File: config.mk
export PLATFORM = sky130hd
export DESIGN_NAME = ps2_kbd_ctrl
export DESIGN_NICKNAME = d
export VERILOG_FILES = /design/src/rtl/ps2_pkg.sv /design/src/rtl/ps2_cmd_timer.sv /design/src/rtl/ps2_kbd_ctrl.sv
export SDC_FILE = /design/constraint.sdc
export NUM_CORES = 1
export LEC_CHECK = 0
export ABC_CLOCK_PERIOD_IN_PS = 2500
export CORE_ASPECT_RATIO = 2
export CORE_UTILIZATION = 50
export DETAILED_ROUTE_END_ITERATION = 8
export PLACE_DENSITY = 0.82
export SYNTH_ARGS = -nofsm -noshare
export SYNTH_HDL_FRONTEND = slang
export SYNTH_SLANG_ARGS = --single-unit
File: constraint.sdc
create_clock -name clk -period 2.5 [get_ports clk]
set_clock_uncertainty 0.1 [all_clocks]
set_input_delay 0.375 -clock clk [delete_from_list [all_inputs] [get_ports clk]]
set_output_delay 0.375 -clock clk [all_outputs]
set_load 0.02 [all_outputs]
File: src/rtl/ps2_pkg.sv
// Shared PS/2 protocol constants, controller state encoding and small
// classification helpers for the keyboard host controller.
package ps2_pkg;

   localparam logic [7:0] CMD_RESET   = 8'hFF;
   localparam logic [7:0] CMD_SET_LED = 8'hED;
   localparam logic [7:0] RSP_ACK     = 8'hFA;
   localparam logic [7:0] RSP_RESEND  = 8'hFE;
   localparam logic [7:0] RSP_BAT_OK  = 8'hAA;
   localparam logic [7:0] RSP_BAT_ERR = 8'hFC;
   localparam logic [7:0] SC_BREAK    = 8'hF0;
   localparam logic [7:0] SC_EXT      = 8'hE0;

   localparam logic [7:0] SC_CAPS     = 8'h58;
   localparam logic [7:0] SC_NUM      = 8'h77;
   localparam logic [7:0] SC_SCROLL   = 8'h7E;

   typedef enum logic [3:0] {
      ST_RST_TX      = 4'd0,
      ST_RST_ACK     = 4'd1,
      ST_BAT_WAIT    = 4'd2,
      ST_IDLE        = 4'd3,
      ST_LED_CMD     = 4'd4,
      ST_LED_CMD_ACK = 4'd5,
      ST_LED_DAT     = 4'd6,
      ST_LED_DAT_ACK = 4'd7,
      ST_ERROR       = 4'd8
   } state_t;

   function automatic logic is_send(input state_t s);
      case (s)
         ST_RST_TX, ST_LED_CMD, ST_LED_DAT: is_send = 1'b1;
         default:                           is_send = 1'b0;
      endcase
   endfunction

   function automatic logic is_ack(input state_t s);
      case (s)
         ST_RST_ACK, ST_LED_CMD_ACK, ST_LED_DAT_ACK: is_ack = 1'b1;
         default:                                    is_ack = 1'b0;
      endcase
   endfunction

   function automatic state_t ack_of(input state_t s);
      case (s)
         ST_RST_TX:  ack_of = ST_RST_ACK;
         ST_LED_CMD: ack_of = ST_LED_CMD_ACK;
         ST_LED_DAT: ack_of = ST_LED_DAT_ACK;
         default:    ack_of = s;
      endcase
   endfunction

   function automatic state_t send_of(input state_t s);
      case (s)
         ST_RST_ACK:     send_of = ST_RST_TX;
         ST_LED_CMD_ACK: send_of = ST_LED_CMD;
         ST_LED_DAT_ACK: send_of = ST_LED_DAT;
         default:        send_of = s;
      endcase
   endfunction

   function automatic state_t after_ack(input state_t s);
      case (s)
         ST_RST_ACK:     after_ack = ST_BAT_WAIT;
         ST_LED_CMD_ACK: after_ack = ST_LED_DAT;
         ST_LED_DAT_ACK: after_ack = ST_IDLE;
         default:        after_ack = s;
      endcase
   endfunction

   function automatic logic is_response(input logic [7:0] b);
      is_response = (b == RSP_ACK) || (b == RSP_RESEND) ||
                    (b == RSP_BAT_OK) || (b == RSP_BAT_ERR);
   endfunction

endpackage

File: src/rtl/ps2_cmd_timer.sv
// Loadable down-counter shared by the ACK and BAT waits; expired is a
// registered strobe high in the single cycle the count sits at zero.
module ps2_cmd_timer #(
   parameter int W = 26
) (
   input  logic         clk,
   input  logic         rst,
   input  logic         load,
   input  logic         clear,
   input  logic [W-1:0] load_val,
   output logic         expired
);

   logic [W-1:0] cnt;
   logic         active;

   // Count down from the loaded value and flag the zero cycle once.
   always_ff @(posedge clk) begin
      if (rst) begin
         cnt     <= '0;
         active  <= 1'b0;
         expired <= 1'b0;
      end else begin
         expired <= 1'b0;
         if (load) begin
            cnt     <= load_val;
            active  <= 1'b1;
            expired <= (load_val == '0);
         end else if (clear) begin
            cnt    <= '0;
            active <= 1'b0;
         end else if (active) begin
            if (cnt == '0) begin
               active <= 1'b0;
            end else begin
               cnt     <= cnt - W'(1);
               expired <= (cnt == W'(1));
            end
         end
      end
   end

endmodule

File: src/rtl/ps2_kbd_ctrl.sv
// PS/2 keyboard host controller: reset/BAT handshake, lock-key LED
// sequencing with resend and timeout handling, and scancode filtering.
module ps2_kbd_ctrl
   import ps2_pkg::*;
#(
   parameter int ACK_TIMEOUT = 1_000_000,
   parameter int BAT_TIMEOUT = 50_000_000,
   parameter int MAX_RETRY   = 3
) (
   input  logic       clk,
   input  logic       rst,
   input  logic       reinit,
   input  logic       rx_valid,
   input  logic [7:0] rx_data,
   output logic       tx_start,
   output logic [7:0] tx_data,
   input  logic       tx_busy,
   input  logic       tx_done,
   input  logic       tx_err,
   output logic       out_valid,
   output logic [7:0] out_data,
   output logic [2:0] led_state,
   output logic       kbd_ready,
   output logic       kbd_err
);

   localparam int TW = $clog2(BAT_TIMEOUT + 1);
   localparam int RW = $clog2(MAX_RETRY + 2);

   state_t        state;
   state_t        eff;
   logic          sent;
   logic [RW-1:0] retry;
   logic          led_pending;
   logic          brk;

   logic          in_send;
   logic          tx_ok;
   logic          tx_fail;
   logic          rx_ack;
   logic          rx_resend;
   logic          consume;
   logic          retry_exhausted;
   logic [2:0]    lock_mask;
   logic [7:0]    send_byte;

   logic          timer_load;
   logic          timer_clr;
   logic [TW-1:0] timer_val;
   logic          expired;

   // A tx_done completes the send first, so a byte in the same cycle is
   // judged against the ACK state it leads to.
   always_comb begin
      in_send         = is_send(state);
      tx_ok           = in_send && sent && tx_done;
      if (tx_ok) begin
         eff = ack_of(state);
      end else begin
         eff = state;
      end
      tx_fail         = tx_err && (is_ack(state) || (in_send && sent));
      rx_ack          = rx_valid && (rx_data == RSP_ACK);
      rx_resend       = rx_valid && (rx_data == RSP_RESEND);
      consume         = rx_valid && is_response(rx_data) &&
                        (is_ack(eff) || (eff == ST_BAT_WAIT));
      retry_exhausted = (int'(retry) >= MAX_RETRY);
   end

   // Lock-key decode and the byte each send state transmits.
   always_comb begin
      case (rx_data)
         SC_CAPS:   lock_mask = 3'b100;
         SC_NUM:    lock_mask = 3'b010;
         SC_SCROLL: lock_mask = 3'b001;
         default:   lock_mask = 3'b000;
      endcase
      case (state)
         ST_RST_TX:  send_byte = CMD_RESET;
         ST_LED_CMD: send_byte = CMD_SET_LED;
         ST_LED_DAT: send_byte = {5'b00000, led_state};
         default:    send_byte = 8'h00;
      endcase
   end

   // Timer control: BAT window opens on the reset ACK, ACK window on tx_done.
   always_comb begin
      timer_load = 1'b0;
      timer_val  = '0;
      timer_clr  = reinit || !(is_ack(state) || (state == ST_BAT_WAIT));
      if (reinit) begin
         timer_load = 1'b0;
      end else if ((eff == ST_RST_ACK) && rx_ack) begin
         timer_load = 1'b1;
         timer_val  = TW'(BAT_TIMEOUT - 1);
      end else if (tx_ok) begin
         timer_load = 1'b1;
         timer_val  = TW'(ACK_TIMEOUT - 1);
      end else begin
         timer_load = 1'b0;
      end
   end

   ps2_cmd_timer #(
      .W(TW)
   ) u_timer (
      .clk     (clk),
      .rst     (rst),
      .load    (timer_load),
      .clear   (timer_clr),
      .load_val(timer_val),
      .expired (expired)
   );

   // Controller FSM with registered outputs, filtering and lock tracking.
   always_ff @(posedge clk) begin
      if (rst) begin
         state       <= ST_RST_TX;
         sent        <= 1'b0;
         retry       <= '0;
         led_pending <= 1'b0;
         brk         <= 1'b0;
         tx_start    <= 1'b0;
         tx_data     <= 8'h00;
         out_valid   <= 1'b0;
         out_data    <= 8'h00;
         led_state   <= 3'b000;
         kbd_ready   <= 1'b0;
         kbd_err     <= 1'b0;
      end else if (reinit) begin
         state       <= ST_RST_TX;
         sent        <= 1'b0;
         retry       <= '0;
         led_pending <= 1'b0;
         brk         <= 1'b0;
         tx_start    <= 1'b0;
         out_valid   <= 1'b0;
         led_state   <= 3'b000;
         kbd_ready   <= 1'b0;
         kbd_err     <= 1'b0;
      end else begin
         tx_start  <= 1'b0;
         out_valid <= 1'b0;

         if ((state != ST_ERROR) && rx_valid && !consume) begin
            out_valid <= 1'b1;
            out_data  <= rx_data;
         end

         if (state == ST_ERROR) begin
            kbd_err   <= 1'b1;
            kbd_ready <= 1'b0;
         end else if (in_send && !sent) begin
            if (!tx_busy) begin
               tx_start <= 1'b1;
               tx_data  <= send_byte;
               sent     <= 1'b1;
            end
         end else begin
            case (eff)
               ST_RST_ACK, ST_LED_CMD_ACK, ST_LED_DAT_ACK: begin
                  if (rx_ack) begin
                     retry <= '0;
                     sent  <= 1'b0;
                     state <= after_ack(eff);
                     if (eff == ST_LED_CMD_ACK) begin
                        led_pending <= 1'b0;
                     end
                     if (eff == ST_LED_DAT_ACK) begin
                        kbd_ready <= 1'b1;
                     end
                  end else if (rx_resend || tx_fail) begin
                     if (retry_exhausted) begin
                        state     <= ST_ERROR;
                        kbd_err   <= 1'b1;
                        kbd_ready <= 1'b0;
                     end else begin
                        retry <= retry + RW'(1);
                        sent  <= 1'b0;
                        state <= send_of(eff);
                     end
                  end else if (expired && !tx_ok) begin
                     state     <= ST_ERROR;
                     kbd_err   <= 1'b1;
                     kbd_ready <= 1'b0;
                  end else if (tx_ok) begin
                     state <= eff;
                  end
               end
               ST_BAT_WAIT: begin
                  if (rx_valid && (rx_data == RSP_BAT_OK)) begin
                     state     <= ST_LED_CMD;
                     sent      <= 1'b0;
                     led_state <= 3'b000;
                  end else if ((rx_valid && (rx_data == RSP_BAT_ERR)) || expired) begin
                     state     <= ST_ERROR;
                     kbd_err   <= 1'b1;
                     kbd_ready <= 1'b0;
                  end
               end
               ST_IDLE: begin
                  if (led_pending) begin
                     state <= ST_LED_CMD;
                     sent  <= 1'b0;
                  end
               end
               default: begin
                  if (tx_fail) begin
                     if (retry_exhausted) begin
                        state     <= ST_ERROR;
                        kbd_err   <= 1'b1;
                        kbd_ready <= 1'b0;
                     end else begin
                        retry <= retry + RW'(1);
                        sent  <= 1'b0;
                     end
                  end
               end
            endcase
         end

         // Placed last so a toggle in the LED_DAT entry cycle keeps pending set.
         if (rx_valid && (state != ST_ERROR)) begin
            if (rx_data == SC_BREAK) begin
               brk <= 1'b1;
            end else if (rx_data != SC_EXT) begin
               if (brk) begin
                  brk <= 1'b0;
               end else if (lock_mask != 3'b000) begin
                  led_state   <= led_state ^ lock_mask;
                  led_pending <= 1'b1;
               end
            end
         end
      end
   end

endmodule

==> metrics.csv <==
metric;value;unit
pwr-share-comb;0.127;
cp_max_fo;4;
grt-ovfl-total;0;
cp-start-kind;flop;
cpMaxStageDelayCell;or4_4;
grt_pass1_vias;3867;
grt_util_met3;0.0802;
endpoint_kind;flop;
syn_avg_cell_area;8.02;um2
cts_made_buffers;9;
drt-initial-drc-count;228;
ir_drop;569;uV
dp_cells;592;
grt_pass1_wl;17.9;mm
crit_top_cell;or4_4;
power.density;536;nW/um2
cts_tree;yes;
grt_max_degree;18;
seq_area_frac_synth;0.351;
synthDistinctLibCells;61;
antenna_found_initial;0;
rsz0062_at_grt;true;
finalCriticalPeriod;2.54;ns
core_area;6360;um2
cap_violations;0;
synth-edff-count;0;
gr-usage-all-layers;0.351;
drv_slew;0;
outcome;finished with violations;
io_pins;38;
dp_slack;-0.225;ns
grt-busiest-layer;met2;
syn_area;3310;um2
worst_pin_slew;0.453;ns
row_count;41;
worstPathCellList;or4_4, or4_4, o31ai_4, buf_6, nor2_4, buf_4, a221oi_2, nor2_1;
post-route-util;0.733;
cpPeakStageDelay;0.53;ns
cts_max_level;3;
fin_ws;-0.0388;ns
p_int;1.91;mW
synth_seq_cells;58;
antenna_left;0;
clk_pin_slew;0.05;ns
routed_wl;11.1;mm
use_met2;0.651;
timing.fmax;0.394;GHz
clkLatencyLatePin;0.33;ns
fp.dieH;117;um
first_pass_iters;5;
clockPowerShare;0.489;
crit_arrival;2.66;ns
syn-num-nets;432;
ys_dominant_reg_cell;dfxtp_1;
slew_headroom;0.697;
p_seq_frac;0.383;
final_area;4670;um2
n_antenna_cell;0;
fill_cells;513;
routabilityCongestion;0.977;
yosys_warnings;0;
crit_type;flop to flop;
vias_per_cell;6.22;
netSwitchingFraction;0.238;
cp.required;2.62;ns
use_met1;0.305;
wl_per_cell;18.4;um
numClockSinks;58;
die_area;6970;um2
violations;negative setup slack;
drive_gt1_frac;0.242;
areaGrowthSynthToFinish;40.9;%
hpwl;8.23;mm
start_util;0.520;
port_buffers;37;
setup_viol;3;
switching_power;0.596;mW
hold_viol;0;
placed_area;4270;um2
hp-class;flop to flop;
vias;3773;
power_leakage;1.75;nW
instances_no_fill;607;
die_w;59.5;um
cts-root-buf;clkbuf_16;
drc;0;
async_flop_share;0;
power;2.50;mW
clockBufferDepth;2;
nets;537;
synthCells;413;
period_share;1.02;
kinds of logic after synthesis:
kind of cell / count (synthesis) / share of synthesized area
AND/OR/NAND/NOR: 198 / 0.325
AO/OA/AOI/OAI: 95 / 0.194
flip-flops: 58 / 0.351
buffers and inverters: 33 / 0.0438
XOR/XNOR: 13 / 0.0344
multiplexers: 12 / 0.0370
adder cells (fa/ha/maj): 4 / 0.0151
critical path, delay by kind of cell (launching register included):
kind	cells	cell delay, ns
AOI/OAI and AO/OA	2	0.53
buffers and inverters	2	0.31
DFF	1	0.31
and+or+nand+nor	4	1.19
state kept, by name, summed over array words and instances, names as in the netlist:
name / count
kbd_err: 1
led_state: 3
brk: 1
kbd_ready: 1
led_pending: 1
out_data: 8
state: 4
u_timer.active: 1
tx_data: 5
sent: 1
u_timer.expired: 1
u_timer.cnt: 26
tx_start: 1
out_valid: 1
retry: 3
final timing paths:
check	start	end	slack (ns)	depth (start not counted)
max	u_timer.cnt[22]	u_timer.cnt[17]	-0.04	8
min	tx_data[4]	tx_data[4]	0.36	2
min reg2reg	tx_data[4]	tx_data[4]	0.36	2
max reg2reg	u_timer.cnt[22]	u_timer.cnt[17]	-0.04	8
synthesized netlist by cell type (7+ instances only):
cell type	instances	area, um2
nand2b_1	8	50.1
inv_1	10	37.5
nand3_1	11	55.1
nand4_1	7	43.8
a21oi_1	29	145
nand2_1	35	131
mux2i_1	10	100
nor2_1	40	150
a211oi_1	8	60.1
clkbuf_1	17	63.8
nor4_1	10	62.6
xnor2_1	13	114
nor3_1	32	160
o21ai_0	19	95.1
dfxtp_1	58	1160
area by class of cell:
class	instances	area, um2	area share
tap	86	108	0.0231
clock buffer	11	253	0.0542
timing repair buffer	117	978	0.210
multi-input combinational	322	2090	0.447
sequential	58	1160	0.249
clock inverter	3	40.0	0.00858
inverter	10	37.5	0.00805
per-stage QoR:
| stage | setup TNS [ns] | hold slack, ns |
|---|---|---|
| 6_report | -0.0521 | 0.356 |
| 5_1_grt | -1.05 | 0.368 |
| 4_1_cts | -0.248 | 0.360 |
| 3_5_place_dp | -2.75 | 0.356 |
| 3_3_place_gp | -2.05 | 0.347 |
| 2_1_floorplan | 0 | 0.336 |
placed cells by master (no fill, tap or decap), drive strengths merged, types with 7 or more instances in the layout:
master	netlist	final
nor4	11	11
inv	10	10
nand3	11	11
xnor2	13	13
mux2i	10	10
a211oi	8	8
dfxtp	58	58
a21oi	29	29
clkdlybuf4s50	0	37
buf	6	80
or4	7	7
nand2	35	35
nand2b	8	8
nor3	33	33
o21ai	19	19
nand4	7	7
clkbuf	17	11
nor2	41	41
timing repair:
action,in CTS,in global routing
hold buffers,0,0
resized for setup,15,10
buffers inserted,0,2
pin swaps,10,6
setup endpoints to repair,10,26
per-layer routing:
layer	part of all wire	wire length [um]
met4	0.067	743
met5	0	0
met3	0.041	458
met2	0.56	6280
met1	0.33	3660
power by group through the flow:
| stage | Clock [mW] | Combinational (mW) | Sequential [mW] |
|---|---|---|---|
| 6_report | 1.22 | 0.318 | 0.959 |
| 5_1_grt | 1.27 | 0.342 | 0.960 |
| 4_1_cts | 1.23 | 0.310 | 0.959 |
| 3_5_place_dp | 0 | 0.303 | 0.977 |
| 3_3_place_gp | 0 | 0.298 | 0.976 |
| 2_1_floorplan | 0 | 0.143 | 0.991 |
Note: power is estimated with default switching activity, not from simulation.
